===== config.mk =====
export PLATFORM = sky130hd
export DESIGN_NAME = mul_div_unit
export DESIGN_NICKNAME = d
export VERILOG_FILES = /design/src/rtl/mul_div_unit.sv
export SDC_FILE = /design/constraint.sdc
export NUM_CORES = 1
export LEC_CHECK = 0
export CAP_MARGIN = 10
export CORE_UTILIZATION = 54
export DETAILED_ROUTE_END_ITERATION = 16
export PLACE_DENSITY = 0.82
export SYNTH_ARGS = -nofsm -noshare
export SYNTH_HDL_FRONTEND = slang
export SYNTH_SLANG_ARGS = --single-unit

===== constraint.sdc =====
create_clock -name clk -period 3.3 [get_ports clk]
set_input_delay 0.33 -clock clk [delete_from_list [all_inputs] [get_ports clk]]
set_output_delay 0.33 -clock clk [all_outputs]
set_load 0.01 [all_outputs]

===== src/rtl/mul_div_unit.sv =====
// mul_div_unit: iterative multiply/divide unit owning the HI/LO registers.
// Runs MULT/MULTU (shift-add) and DIV/DIVU (restoring shift-subtract).
// Each takes WIDTH iterations plus one sign-fix cycle.
// MTHI/MTLO write HI/LO directly and pulse done the following cycle.
//
// Ports:
//   clk    - system clock, rising edge
//   rst_n  - asynchronous active-low reset
//   start  - issue request, sampled only while idle
//   op     - 0 MULT, 1 MULTU, 2 DIV, 3 DIVU, 4 MTHI, 5 MTLO, 6/7 reserved
//   a_in   - multiplicand / dividend / MTHI-MTLO source
//   b_in   - multiplier / divisor
//   busy   - high while an iterative op is in flight
//   done   - one-cycle pulse, HI/LO updated in the same cycle
//   hi     - HI register
//   lo     - LO register
module mul_div_unit #(
    parameter int unsigned WIDTH = 32
) (
    input  logic             clk,
    input  logic             rst_n,
    input  logic             start,
    input  logic [2:0]       op,
    input  logic [WIDTH-1:0] a_in,
    input  logic [WIDTH-1:0] b_in,
    output logic             busy,
    output logic             done,
    output logic [WIDTH-1:0] hi,
    output logic [WIDTH-1:0] lo
);

    localparam int unsigned CNT_W = $clog2(WIDTH + 1);

    localparam logic [2:0] OP_MULT  = 3'd0;
    localparam logic [2:0] OP_MULTU = 3'd1;
    localparam logic [2:0] OP_DIV   = 3'd2;
    localparam logic [2:0] OP_DIVU  = 3'd3;
    localparam logic [2:0] OP_MTHI  = 3'd4;
    localparam logic [2:0] OP_MTLO  = 3'd5;

    typedef enum logic [1:0] {
        IDLE = 2'd0,
        CALC = 2'd1,
        FIX  = 2'd2
    } state_t;

    state_t           state;
    logic [CNT_W-1:0] count;
    // upper: product high half / partial remainder
    // lower: multiplier, shifted out / dividend, becoming the quotient
    logic [WIDTH-1:0] upper;
    logic [WIDTH-1:0] lower;
    logic [WIDTH-1:0] opnd_b;
    logic [WIDTH-1:0] a_saved;
    logic             is_div;
    logic             neg_lo;
    logic             neg_hi;
    logic             div_zero;

    // Operand magnitudes and sign flags for the op presented at the port
    logic             signed_op_c;
    logic             a_neg_c;
    logic             b_neg_c;
    logic [WIDTH-1:0] a_mag_c;
    logic [WIDTH-1:0] b_mag_c;

    always_comb begin
        signed_op_c = (op == OP_MULT) || (op == OP_DIV);
        a_neg_c     = signed_op_c && a_in[WIDTH-1];
        b_neg_c     = signed_op_c && b_in[WIDTH-1];
        a_mag_c     = a_neg_c ? (~a_in + WIDTH'(1)) : a_in;
        b_mag_c     = b_neg_c ? (~b_in + WIDTH'(1)) : b_in;
    end

    // One multiply or divide iteration
    logic [WIDTH:0]   mul_sum_c;
    logic [WIDTH:0]   rem_sh_c;
    logic [WIDTH:0]   rem_diff_c;
    logic [WIDTH-1:0] upper_next_c;
    logic [WIDTH-1:0] lower_next_c;

    always_comb begin
        mul_sum_c    = {1'b0, upper} + (lower[0] ? {1'b0, opnd_b} : (WIDTH + 1)'(0));
        rem_sh_c     = {upper, lower[WIDTH-1]};
        rem_diff_c   = rem_sh_c - {1'b0, opnd_b};
        upper_next_c = mul_sum_c[WIDTH:1];
        lower_next_c = {mul_sum_c[0], lower[WIDTH-1:1]};
        if (is_div) begin
            // No borrow out of the top bit means the divisor fits: keep the difference
            if (!rem_diff_c[WIDTH]) begin
                upper_next_c = rem_diff_c[WIDTH-1:0];
                lower_next_c = {lower[WIDTH-2:0], 1'b1};
            end else begin
                upper_next_c = rem_sh_c[WIDTH-1:0];
                lower_next_c = {lower[WIDTH-2:0], 1'b0};
            end
        end
    end

    // Final sign correction applied in the FIX cycle
    logic [2*WIDTH-1:0] prod_c;
    logic [2*WIDTH-1:0] prod_neg_c;
    logic [WIDTH-1:0]   fix_hi_c;
    logic [WIDTH-1:0]   fix_lo_c;

    always_comb begin
        prod_c     = {upper, lower};
        prod_neg_c = ~prod_c + (2 * WIDTH)'(1);
        {fix_hi_c, fix_lo_c} = neg_lo ? prod_neg_c : prod_c;
        if (is_div) begin
            if (div_zero) begin
                fix_hi_c = a_saved;
                fix_lo_c = '1;
            end else begin
                fix_lo_c = neg_lo ? (~lower + WIDTH'(1)) : lower;
                fix_hi_c = neg_hi ? (~upper + WIDTH'(1)) : upper;
            end
        end
    end

    // Control FSM, operand registers and HI/LO
    always_ff @(posedge clk or negedge rst_n) begin
        if (!rst_n) begin
            state    <= IDLE;
            count    <= '0;
            upper    <= '0;
            lower    <= '0;
            opnd_b   <= '0;
            a_saved  <= '0;
            is_div   <= 1'b0;
            neg_lo   <= 1'b0;
            neg_hi   <= 1'b0;
            div_zero <= 1'b0;
            busy     <= 1'b0;
            done     <= 1'b0;
            hi       <= '0;
            lo       <= '0;
        end else begin
            done <= 1'b0;
            case (state)
                IDLE: begin
                    if (start) begin
                        case (op)
                            OP_MULT, OP_MULTU, OP_DIV, OP_DIVU: begin
                                upper    <= '0;
                                lower    <= a_mag_c;
                                opnd_b   <= b_mag_c;
                                a_saved  <= a_in;
                                is_div   <= (op == OP_DIV) || (op == OP_DIVU);
                                // Quotient and product share the sign rule; remainder follows the dividend
                                neg_lo   <= a_neg_c ^ b_neg_c;
                                neg_hi   <= a_neg_c;
                                div_zero <= (b_in == '0);
                                count    <= CNT_W'(WIDTH);
                                busy     <= 1'b1;
                                state    <= CALC;
                            end
                            OP_MTHI: begin
                                hi   <= a_in;
                                done <= 1'b1;
                            end
                            OP_MTLO: begin
                                lo   <= a_in;
                                done <= 1'b1;
                            end
                            default: begin
                            end
                        endcase
                    end
                end
                CALC: begin
                    upper <= upper_next_c;
                    lower <= lower_next_c;
                    count <= count - CNT_W'(1);
                    if (count == CNT_W'(1)) begin
                        busy  <= 1'b0;
                        state <= FIX;
                    end
                end
                FIX: begin
                    hi    <= fix_hi_c;
                    lo    <= fix_lo_c;
                    done  <= 1'b1;
                    state <= IDLE;
                end
                default: begin
                    busy  <= 1'b0;
                    state <= IDLE;
                end
            endcase
        end
    end

endmodule


---- Word-level counts from Yosys, hierarchy flattened ----
Index checks and enable logic that the tools add are counted.
operators by class
  add/subtract/negate cells ............... 8
  reductions and logical operators ........ 17
  equal/unequal tests ..................... 13
  muxes and demuxes ....................... 40
  bitwise gates (word level) .............. 7
operators with widths
  operator                                               number
  two-way mux 32 bit                                     20
  one-hot mux 32 bit (2 select lines)                    4
  adder 32 x 1 -> 32 bit, second input constant          4
  inverter 32 bit                                        4
  adder 64 x 1 -> 64 bit, second input constant          1
  two-way mux 64 bit                                     1
  inverter 64 bit                                        1
  adder 32 x 32 -> 33 bit                                1
  subtractor 33 x 32 -> 33 bit                           1
  zero test 32 bit                                       1
  AND reduction 3 bit                                    5
  two-way mux 6 bit                                      2
  one-hot mux 6 bit (2 select lines)                     1
  equality test 3 x 2 -> 1 bit, second input constant    2
  equality test 3 bit, second input constant             2
  equality test 6 x 1 -> 1 bit, second input constant    1
  two-way mux 1 bit                                      6
  two-way mux 2 bit                                      3
  inequality test 2 x 1 -> 1 bit, second input constant  3
  subtractor 6 x 1 -> 6 bit, second input constant       1
  inequality test 2 bit, second input constant           2
  one-hot mux 2 bit (2 select lines)                     1
  AND reduction 4 bit                                    1
  nonzero test 2 bit                                     2
  13 further kinds                                       15
word-level totals
  logic and storage cells ................. 99
  output and inout bits ................... 66
  register bits ........................... 206
  bits of input ports ..................... 70

---- Depth between registers and ports, before layout ----
  depth after elaboration ................. 7
  depth in mapped cells ................... 15
  mapped depth without buffers ............ 14

---- Worst setup path after synthesis ----
OpenSTA, ideal clock, no wires.
  path type ............................... reg-to-reg
  from .................................... register lower[0]
  to ...................................... register upper[27]
  cell stages (with the launch flop) ...... 14
  clock period less this slack ............ 3.309 ns
  slack ................................... -0.009 ns
  path buffers ............................ 1
  required time ........................... 3.158 ns
  data arrival time ....................... 3.167 ns
  setup time .............................. 0.142 ns
  path through ............................ dfrtp_1 inv_1 buf_1 nor2_1 ha_1 a2111o_1 o22a_1 a41oi_1 o21ai_0 a221oi_1 o21ai_0 a21oi_1 xor2_1 o221ai_1
on the way
  word-level cells in the longest chain between the ends .. 4
RTL lines
  what                                 RTL line  text
  from (decl)                          52        logic [WIDTH-1:0] lower;
  from (signal assigned)               146       lower <= a_mag_c;
  from (signal assigned)               173       lower <= lower_next_c;
  two-way mux 32 bit                   83        mul_sum_c = {1'b0, upper} + (lower[0] ? {1'b0, opnd_b} : (WIDTH + 1)'(0));
  adder 32 x 32 -> 33 bit              83
  two-way mux 32 bit                   88        if (is_div) begin
  one-hot mux 32 bit (2 select lines)  140       case (state)
  to (signal assigned)                 172       upper <= upper_next_c;
  to (decl)                            51        logic [WIDTH-1:0] upper;
No other way between the ends.
A chain may end at the register's enable or synchronous reset.

---- Worst setup path after layout ----
  from .................................... register lower[0]
  to ...................................... register hi[19]
on the way
  word-level cells in the longest chain between the ends .. 5
RTL lines
  what                                 RTL line  text
  inverter 64 bit                      108       prod_neg_c = ~prod_c + (2 * WIDTH)'(1);
  adder 64 x 1 -> 64 bit               108
  two-way mux 64 bit                   109       {fix_hi_c, fix_lo_c} = neg_lo ? prod_neg_c : prod_c;
  two-way mux 32 bit                   110       if (is_div) begin
  one-hot mux 32 bit (2 select lines)  140
  to (signal assigned)                 159       hi <= a_in;
  to (signal assigned)                 181       hi <= fix_hi_c;
  to (decl)                            28        output logic [WIDTH-1:0] hi,
No other way between the ends.

==> summary.txt <==
Clock Skews = 0.0300 ns
global-route usage over all layers = 36.2%
power density cells = 1150 nW/um^2
Setup CP Type = flop to flop
Final Hold Vio Count = 0
area of the die = 31100 sq um
power consumption = 23.6 mW
P&R area growth vs syn = 25.0%
total number of vias = 17100
clock tree root driver cell = clkbuf_16
Synth Cell Area = 16400 sq um
final std cell area, no fill = 20500 sq um
worst slack at placement = -0.101 ns
share of flip-flops with an asynchronous set or reset = 100%
maximum number of pins on one net before global-route repair = 88
fraction of final layout cells with drive strength greater than 1 = 13.2%
average size of a mapped cell = 7.80 sq um
estimated wirelength of the detail-placed design = 43000 microns
fraction of the yosys area taken by sequential cells = 31.4%
number of port buffers = 135
warning count from the yosys run = 0
net count after synthesis = 2247
DRC marker count from the first detailed-route iteration = 1854
Core ar. = 29800 sq um
post-DR wirelength/cell = 20.8 microns
Post-DRT Antenna Nets = 0
vias in the first global route = 16700
total setup violations reported at the end of the flow = 0
clock transition at the registers of the reported paths = 0.06 ns
max-capacitance violation count = 0
diodes inserted = 0
initial standard-cell utilization of the core = 55.1%
Worst R2R Path Depth = 12
Initial DRT Pass Iterations = 5
TritonCTS clock tree = done
Critical R2R Capture = hi[19]$_DFFE_PN0P_
antenna violations before repair = 0
Distinct cells, synth = 74
setup slack of the critical path after layout = 0.0326 ns
Final period util = 99.0%
type of the worst min-delay path = input pin to async pin
Slew Limit Headroom = 42.1%
clock latency at the later pin of the worst-skew pair = 0.55 ns
y dimension of the die = 176 microns
post-layout minimum cycle time = 3.27 ns
worst reg2reg setup slack = 0.03 ns
Static Leakage = 8.98 nW
kind of launch point of the worst setup path = flop
dominant synthesized flop cell = dfrtp_1
worst r2r src = lower[0]$_DFFE_PN0P_
DRC viols = 0
transition at the pin with the smallest max-transition slack = 0.866 ns
number of buffers on the longest clock path = 3
final weighted congestion of routability-driven global placement = 1.02
peak supply drop = 0.634 mV
Ports = 136
CP Capture Type = flop
net count reported at finish = 2467
Inserted Clock Buffers = 25
residual overflow from global routing = 0
per-cell via count in the routed design = 6.27
H-tree lvl count = 1
CTS sink count = 206
global-route wire length before repair = 88600 microns
Total Routed Length = 57000 microns
Peak Freq = 0.306 GHz
number of synthesized flops with an enable pin = 0
number of core rows = 63
CP Data Arrival Time = 3.66 ns
Required @ worst endpoint = 3.69 ns
placed instance area = 19200 sq um
flop and latch count out of synthesis = 206
Syn Inst Count = 2105
critical path peak fanout = 4
horizontal die dimension = 176 microns
run status = finished clean
pins over their slew limit = 0
## cells in the mapped netlist (20+ instances only)
cell / number / area (sq um)
a21o_1: 37 / 278
a21oi_1: 121 / 606
a22oi_1: 32 / 240
a32oi_1: 34 / 298
clkbuf_1: 130 / 488
dfrtp_1: 206 / 5150
ha_1: 70 / 876
inv_1: 62 / 233
mux2i_1: 66 / 661
nand2_1: 386 / 1450
nand2b_1: 20 / 125
nand3_1: 33 / 165
nor2_1: 137 / 514
nor3_1: 29 / 145
nor4_1: 22 / 138
o21ai_0: 234 / 1170
o31ai_1: 21 / 158
xnor2_1: 99 / 867
xor2_1: 82 / 718
## state kept, by name, summed over array words and instances, names as in the netlist, 2 cells and up
| register | cells |
|---|---|
| a_saved | 32 |
| count | 6 |
| hi | 32 |
| lo | 32 |
| lower | 32 |
| opnd_b | 32 |
| state | 2 |
| upper | 32 |
## routing by layer
layer	part of all wire, %	routed length, microns	GRT usage (%)	up-vias
li1	-	-	-	7951
met1	39	22100	44.7	8168
met2	48	27200	61.9	831
met3	8.0	4530	5.00	187
met4	5.4	3070	18.1	0
met5	0	0	0	-
## worst max path at each step
stage,startpoint,to
4_1_cts,lower[31]$_DFFE_PN0P_,upper[28]$_DFFE_PN0P_
5_1_grt,lower[0]$_DFFE_PN0P_,hi[19]$_DFFE_PN0P_
3_3_place_gp,b_in[0],opnd_b[30]$_DFFE_PN0P_
2_1_floorplan,lower[12]$_DFFE_PN0P_,hi[29]$_DFFE_PN0P_
6_report,lower[0]$_DFFE_PN0P_,hi[19]$_DFFE_PN0P_
3_5_place_dp,b_in[0],opnd_b[30]$_DFFE_PN0P_
## critical path, cell delays in order (launching register included)
cell	delay, ns
dfrtp_1	0.40
buf_4	0.18
or4_1	0.58
nand4bb_4	0.30
or2_1	0.28
nand3b_1	0.18
buf_4	0.18
or2_2	0.35
o21a_1	0.21
nor2_2	0.10
nor4_1	0.06
a21oi_1	0.19
a31oi_1	0.11
## cell families (layout without fill, tap and decap cells)
family          count (synthesis)  count (layout)  share of synthesized area, %
simple gates                  740             740                          20.2
compound gates                632             632                          24.3
buf+inv                       208             446                          4.81
flops                         206             206                          31.4
xor+xnor                      181             181                          9.66
fa+ha+maj                      72              72                          5.58
mux                            66              66                          4.03
## per-stage QoR
stage          TNS (ns)  hold slack (ns)  instances  util, %
6_report              0            0.393       2733     68.8
5_1_grt         -0.0106            0.455       2733     68.8
4_1_cts        -0.00322            0.404       2722     67.7
3_5_place_dp     -0.601            0.438       2675     64.5
3_3_place_gp     -0.195            0.437       2675     64.5
2_1_floorplan         0           0.0344       2105        -
## layout by cell type, fill, tap and decap left out, types with 62 or more instances in the layout
| master | count |
|---|---|
| dfrtp_1 | 203 |
| ha_1 | 68 |
| o21ai_0 | 224 |
| buf_4 | 193 |
| xor2_1 | 82 |
| a21oi_1 | 115 |
| clkdlybuf4s50_1 | 134 |
| nand2_1 | 383 |
| nor2_1 | 133 |
| mux2i_1 | 62 |
| xnor2_1 | 98 |
## timing repair
action,CTS,global route
cloned,0,1
resized for setup,7,54
buffers inserted,1,10
hold buffers,1,0
endpoints found under the hold margin,84,0
pin swaps,1,9
setup endpoints to repair,14,35
## power breakdown
| group | leakage (nW) | internal, mW | switching [mW] | total (mW) |
|---|---|---|---|---|
| Combinational | 6.06 | 7.14 | 8.53 | 15.7 |
| Sequential | 2.49 | 3.80 | 1.17 | 4.96 |
| Clock | 0.430 | 1.83 | 1.15 | 2.98 |
| Total | 8.98 | 12.8 | 10.8 | 23.6 |
## final cells by class
type                    instances  area (sq um)
clock buffers                  36           717
clock inverters                 9           166
fillers                      2427          9290
inverters                      63           236
multi-input cells            1691         10800
flip-flops and latches        206          5160
well taps                     390           488
repair buffers                338          2980
(Power assumes the default switching activity.)
